### src/rtl/secjmp_pkg.sv
// Shared constants and types for the jump-target filter.
package secjmp_pkg;

   // Default opcodes classed as jumps
   localparam int unsigned JMP_OP0_DEF = 32'd2;
   localparam int unsigned JMP_OP1_DEF = 32'd3;

   // Violation handling mode
   localparam logic MODE_SQUASH = 1'b0;   // emit an all-zero word
   localparam logic MODE_DROP   = 1'b1;   // consume the word, emit nothing

   // Violation counter
   localparam int unsigned CNT_W   = 32'd16;
   localparam logic [15:0] CNT_MAX = 16'hFFFF;

   // Filter FSM
   typedef enum logic {
      ST_PASS   = 1'b0,
      ST_LOCKED = 1'b1
   } state_t;

endpackage

### src/rtl/secjmp_check.sv
// Combinational classifier: decides whether an opcode is a jump, and whether
// that jump's target falls outside the legal window (or is zero).
module secjmp_check #(
   parameter int unsigned OP_W    = 32'd6,
   parameter int unsigned TGT_W   = 32'd26,
   parameter int unsigned JMP_OP0 = 32'd2,
   parameter int unsigned JMP_OP1 = 32'd3
) (
   input  logic [OP_W-1:0]  op_i,
   input  logic [TGT_W-1:0] tgt_i,
   input  logic [TGT_W-1:0] tgt_lo_i,
   input  logic [TGT_W-1:0] tgt_hi_i,
   output logic             is_jump_o,
   output logic             violation_o
);

   // Classify the word; non-jumps can never violate
   always_comb begin
      is_jump_o   = (op_i == OP_W'(JMP_OP0)) || (op_i == OP_W'(JMP_OP1));
      violation_o = 1'b0;
      if (is_jump_o) begin
         violation_o = (tgt_i == '0) || (tgt_i < tgt_lo_i) || (tgt_i > tgt_hi_i);
      end else begin
         violation_o = 1'b0;
      end
   end

endmodule

### src/rtl/secjmp_filter.sv
// Streaming jump-target filter. Words pass through a single output register
// with one cycle of latency. Jumps whose target is outside the legal window
// are squashed to zero or dropped, counted, and after LOCK_THRESH consecutive
// violations the filter locks until explicitly unlocked.
module secjmp_filter
   import secjmp_pkg::*;
#(
   parameter int unsigned DATA_W      = 32'd64,
   parameter int unsigned OP_LSB      = 32'd26,
   parameter int unsigned OP_W        = 32'd6,
   parameter int unsigned TGT_W       = 32'd26,
   parameter int unsigned JMP_OP0     = JMP_OP0_DEF,
   parameter int unsigned JMP_OP1     = JMP_OP1_DEF,
   parameter int unsigned LOCK_THRESH = 32'd4
) (
   input  logic              clk,
   input  logic              rst,
   input  logic              mode,
   input  logic [TGT_W-1:0]  tgt_lo,
   input  logic [TGT_W-1:0]  tgt_hi,
   input  logic              in_valid,
   output logic              in_ready,
   input  logic [DATA_W-1:0] in_data,
   output logic              out_valid,
   input  logic              out_ready,
   output logic [DATA_W-1:0] out_data,
   output logic              viol,
   output logic [CNT_W-1:0]  viol_cnt,
   input  logic              cnt_clr,
   output logic              locked,
   input  logic              unlock
);

   localparam int unsigned   CW       = $clog2(LOCK_THRESH + 32'd1);
   localparam logic [CW-1:0] THRESH_C = CW'(LOCK_THRESH);

   state_t              state_q;
   logic [CW-1:0]       consec_q;
   logic                locked_q;
   logic                out_valid_q, out_valid_d;
   logic [DATA_W-1:0]   out_data_q,  out_data_d;
   logic                viol_q,      viol_d;
   logic [CNT_W-1:0]    viol_cnt_q,  viol_cnt_d;

   logic                accept;
   logic                chk_jump;
   logic                chk_viol;
   logic                pass_viol;
   logic                word_viol;
   logic                emit;

   secjmp_check #(
      .OP_W    (OP_W),
      .TGT_W   (TGT_W),
      .JMP_OP0 (JMP_OP0),
      .JMP_OP1 (JMP_OP1)
   ) u_check (
      .op_i        (in_data[OP_LSB +: OP_W]),
      .tgt_i       (in_data[TGT_W-1:0]),
      .tgt_lo_i    (tgt_lo),
      .tgt_hi_i    (tgt_hi),
      .is_jump_o   (chk_jump),
      .violation_o (chk_viol)
   );

   // Full-throughput handshake: a new word may enter whenever the output slot
   // is empty or is being drained this cycle.
   assign in_ready = !out_valid_q || out_ready;
   assign accept   = in_valid && in_ready;

   // Judge the word: in LOCKED every word is treated as a violation; the
   // mode is sampled only here, so a held output is never re-judged.
   always_comb begin
      pass_viol = chk_jump && chk_viol;
      word_viol = (state_q == ST_LOCKED) || pass_viol;
      emit      = accept && !(word_viol && (mode == MODE_DROP));
   end

   // Next-state for the output register, violation pulse and counter
   always_comb begin
      out_valid_d = out_valid_q;
      out_data_d  = out_data_q;
      if (emit) begin
         out_valid_d = 1'b1;
         out_data_d  = word_viol ? {DATA_W{1'b0}} : in_data;
      end else if (out_ready) begin
         out_valid_d = 1'b0;
      end else begin
         out_valid_d = out_valid_q;
      end

      viol_d = accept && word_viol;

      // Clear wins over a same-cycle increment; LOCKED words are not counted
      viol_cnt_d = viol_cnt_q;
      if (cnt_clr) begin
         viol_cnt_d = {CNT_W{1'b0}};
      end else if (accept && pass_viol && (state_q == ST_PASS) &&
                   (viol_cnt_q != CNT_MAX)) begin
         viol_cnt_d = viol_cnt_q + 16'd1;
      end else begin
         viol_cnt_d = viol_cnt_q;
      end
   end

   // Datapath registers
   always_ff @(posedge clk) begin
      if (rst) begin
         out_valid_q <= 1'b0;
         out_data_q  <= {DATA_W{1'b0}};
         viol_q      <= 1'b0;
         viol_cnt_q  <= {CNT_W{1'b0}};
      end else begin
         out_valid_q <= out_valid_d;
         out_data_q  <= out_data_d;
         viol_q      <= viol_d;
         viol_cnt_q  <= viol_cnt_d;
      end
   end

   // PASS/LOCKED FSM with the consecutive-violation counter and locked flag.
   // A word accepted together with unlock is judged in LOCKED (above); the
   // transition only affects the following word.
   always_ff @(posedge clk) begin
      if (rst) begin
         state_q  <= ST_PASS;
         consec_q <= {CW{1'b0}};
         locked_q <= 1'b0;
      end else begin
         case (state_q)
            ST_PASS: begin
               if (accept && pass_viol) begin
                  consec_q <= consec_q + CW'(1);
                  if ((consec_q + CW'(1)) == THRESH_C) begin
                     state_q  <= ST_LOCKED;
                     locked_q <= 1'b1;
                  end
               end else if (accept) begin
                  consec_q <= {CW{1'b0}};
               end
            end
            ST_LOCKED: begin
               if (unlock) begin
                  state_q  <= ST_PASS;
                  consec_q <= {CW{1'b0}};
                  locked_q <= 1'b0;
               end
            end
            default: begin
               state_q  <= ST_PASS;
               consec_q <= {CW{1'b0}};
               locked_q <= 1'b0;
            end
         endcase
      end
   end

   assign out_valid = out_valid_q;
   assign out_data  = out_data_q;
   assign viol      = viol_q;
   assign viol_cnt  = viol_cnt_q;
   assign locked    = locked_q;

endmodule
### config.mk
export PLATFORM = sky130hd
export DESIGN_NAME = secjmp_filter
export DESIGN_NICKNAME = d
export VERILOG_FILES = /design/src/rtl/secjmp_pkg.sv /design/src/rtl/secjmp_check.sv /design/src/rtl/secjmp_filter.sv
export SDC_FILE = /design/constraint.sdc
export NUM_CORES = 1
export LEC_CHECK = 0
export CORE_MARGIN = 10
export CORE_UTILIZATION = 25
export DETAILED_ROUTE_END_ITERATION = 8
export GPL_TIMING_DRIVEN = 0
export PLACE_DENSITY_LB_ADDON = 0.08
export SLEW_MARGIN = 10
export SYNTH_ARGS = -nofsm -noshare
export SYNTH_HDL_FRONTEND = slang
export SYNTH_HIERARCHICAL = 1
export SYNTH_SLANG_ARGS = --single-unit
### constraint.sdc
create_clock -name clk -period 2.7 [get_ports clk]
set_input_delay 0.54 -clock clk [delete_from_list [all_inputs] [get_ports clk]]
set_output_delay 0.54 -clock clk [all_outputs]
set_load 0.02 [all_outputs]
==> results_dict.tcl <==
set metrics [dict create \
    grt_pass1_wl_um 30100 \
    cts-root-buf "clkbuf_16" \
    routedWlPerCell_um 19.0 \
    regToRegStartpoint "viol_cnt[6]" \
    max_stage_delay_ns 0.51 \
    synth_flop_cell "dfxtp_1" \
    hp-start "locked" \
    ioPinCount 207 \
    dieWidth_um 157 \
    r2r-end "viol_cnt[6]" \
    worstSetupPathType "primary input to register" \
    post_dp_cell_area_um2 7140 \
    cts_tree "built" \
    fp-row-count 50 \
    synth_edf_count 0 \
    regArea_um2 1740 \
    crit_path_cell_trace "buf_12 > inv_12 > ha_4 > nand4_1 > nor4_4 > o41ai_2 > a31o_1 > o311ai_4 > and3b_2 > nand3_2 > buf_6 > or4_4 > a21oi_2" \
    critPathBufInv 3 \
    numCtsBuffers 9 \
    post-place-cells 992 \
    synthesis.area_um2 4720 \
    power_uw 3590 \
    hold_viol_final 0 \
    fin_util 0.498 \
    hold_path_depth 2 \
    tightest_slew_ns 1.22 \
    ys_seq_area_frac 0.369 \
    cts_htree_levels 3 \
    path_max_fanout 6 \
    status "complete, but fails checks" \
    syn-num-nets 731 \
    relSlewSlack 0.184 \
    holdPathEnd "locked" \
    setup_slack_ns -0.258 \
    gp_congestion 0.813 \
    ir_drop_v 0.000289 \
    vias 5210 \
    synth_area_per_cell_um2 8.53 \
    die_h_um 157 \
    dieArea_um2 24800 \
    core-area_um2 18600 \
    grt_pass1_vias 5477 \
    arrival_ns 3.23 \
    rr_worst_depth 4 \
    ys_types 51 \
    fmax_ghz 0.338 \
    drc_errors 0 \
    powerDensity_nw_per_um2 387 \
    grt_usage 0.154 \
    worst_setup_path_end_kind "register" \
    drt_iter0_markers 164 \
    grt_max_degree 14 \
    finalInstanceArea_um2 9280 \
    syn-instance-count 554 \
    syn_to_final_growth_pct 96.4 \
    leakagePower_uw 0.00351 \
    reg2reg_slack_ns 0.34 \
    synthTopCellsByArea "dfxtp_1 (37%), ha_1 (14%), a22oi_1 (10%), nor2_1 (5.7%), inv_1 (4.5%)" \
    fin_crit_ns 2.96 \
    cts_max_path_buffers 2 \
    diodes 0 \
    rsz0062_at_grt "yes" \
    layout-drive-gt1-share 0.400 \
    cap_violations 0 \
    ant_nets 0 \
    clock-sinks 87 \
    violations "negative setup slack" \
    crit_family "simple AND/OR/NAND/NOR gates" \
    async_reset_ff_frac 0 \
    fill_cells 1717 \
    drtPass1Iterations 4 \
    multi_input_area_um2 3810 \
    timing.final.crit_share 1.10 \
    overflow 0 \
    portBuffers 204 \
    place_hpwl_um 14700 \
    setup_viol 84 \
    synth.ff_latch_count 87 \
    fin_skew_ns 0.0122 \
    drt-total-wl_um 20100 \
    vias_per_cell 4.94 \
    clkTransAtPathRegs_ns 0.06 \
    worst_path_max_delay_cell "or4_4" \
    yosysWarnings 6 \
    fin_cells 1054 \
    cp.required_ns 2.97 \
    clock_latency_ns 0.35 \
    cp-start-kind "primary input" \
    nets 994 \
    synth_largest_area_cell "dfxtp_1" \
    synth_top_area_frac 0.369 \
    antenna_found_initial 0 \
    start_util 0.253 \
    hp-class "register to register" \
    slew_viol_final 0 \
]
[how the worst max path moves through the flow]
stage | startpoint | endpoint | slack (ns) | depth (start not counted)
final | tgt_hi[21] | viol_cnt[2] | -0.26 | 13
after global routing | tgt_hi[21] | out_data[58] | -0.33 | 16
after CTS | tgt_lo[23] | viol_cnt[2] | -0.19 | 15
after detailed placement | in_data[2] | out_data[55] | -1.40 | 13
after global placement | in_data[2] | out_data[59] | -1.41 | 13
after floorplan | tgt_hi[21] | viol_cnt[2] | -0.09 | 12
[sequential cells by signal, indices dropped and copies added, names as in the netlist]
register,flops
out_valid,1
locked,1
out_data,64
consec_q,3
state_q,1
viol_cnt,16
viol,1
[area by class of cell]
type                            instances  share of cell area
Inverter                               57              0.0258
Timing Repair Buffer                  251               0.280
Multi-Input combinational cell        383               0.411
Tap cell                              234              0.0316
Clock buffer                           10              0.0247
Sequential cell                        87               0.188
Buffer                                 28              0.0363
Clock inverter                          4             0.00270
[worst min-delay path: stages, from the launching register on]
cell and delay, ns:
dfxtp_1 0.31, nand2b_1 0.06, a21oi_1 0.06
[synthesized netlist by cell type (10+ instances only)]
library cell	n
a21oi_1	33
a22oi_1	65
buf_2	13
clkbuf_1	12
dfxtp_1	87
ha_1	54
inv_1	57
nand2_1	24
nand3_1	14
nand4_1	14
nor2_1	72
nor4_1	19
or3_1	10
[cells by family (layout without fill, tap and decap cells)]
logic type / count (synthesis) / after routing / share of synthesized area
xor+xnor: 1 / 1 / 0.00185
fa+ha+maj: 54 / 54 / 0.143
buf+inv: 85 / 350 / 0.0749
compound gates: 132 / 132 / 0.191
mux: 9 / 9 / 0.0191
simple gates: 186 / 187 / 0.202
flops: 87 / 87 / 0.369
[report_power, final]
group,switching (uW),total [uW],internal [uW]
logic,499,1100,602
registers,39.2,1380,1340
clock network,500,1110,610
[stage by stage]
step / setup TNS, ns / hold slack [ns] / setup WS, ns
after floorplan: -0.222 / 0.469 / -0.0869
after global placement: -113.31 / 0.469 / -1.41
after detailed placement: -111.05 / 0.474 / -1.40
after CTS: -10.24 / 0.463 / -0.192
after global routing: -23.17 / 0.482 / -0.334
final: -14.73 / 0.477 / -0.258
[timing repair]
action | 4_1_cts | 5_1_grt
cloned | 7 | 8
buffers inserted | 29 | 4
setup endpoints to repair | 87 | 86
pin swaps | 83 | 58
hold endpoints to repair | 0 | 0
resized for setup | 492 | 44
hold buffers | 0 | 0
[layout by cell type (no fill, tap or decap), types with 9 or more instances in the layout]
master and instances:
a21oi_1 19, a21oi_2 13, a22oi_2 64, buf_12 16, buf_2 15, buf_4 29, buf_6 32, clkbuf_1 12
clkbuf_16 17, clkdlybuf4s50_1 129, dfxtp_1 87, dlygate4sd2_1 20, ha_1 12, ha_4 41, inv_1 19, inv_2 32
mux2i_1 9, nand2_1 21, nand3_1 13, nand4_1 14, nor2_1 72, nor4_1 11, or3_1 10
[metal layers]
layer,vias up,track usage,part of all wire
met2,128,0.274,0.52
met5,-,0,0
met1,2522,0.173,0.41
met4,0,0.0374,0.011
li1,2544,-,-
met3,16,0.0510,0.063
Power figures use the tool's default switching activity.
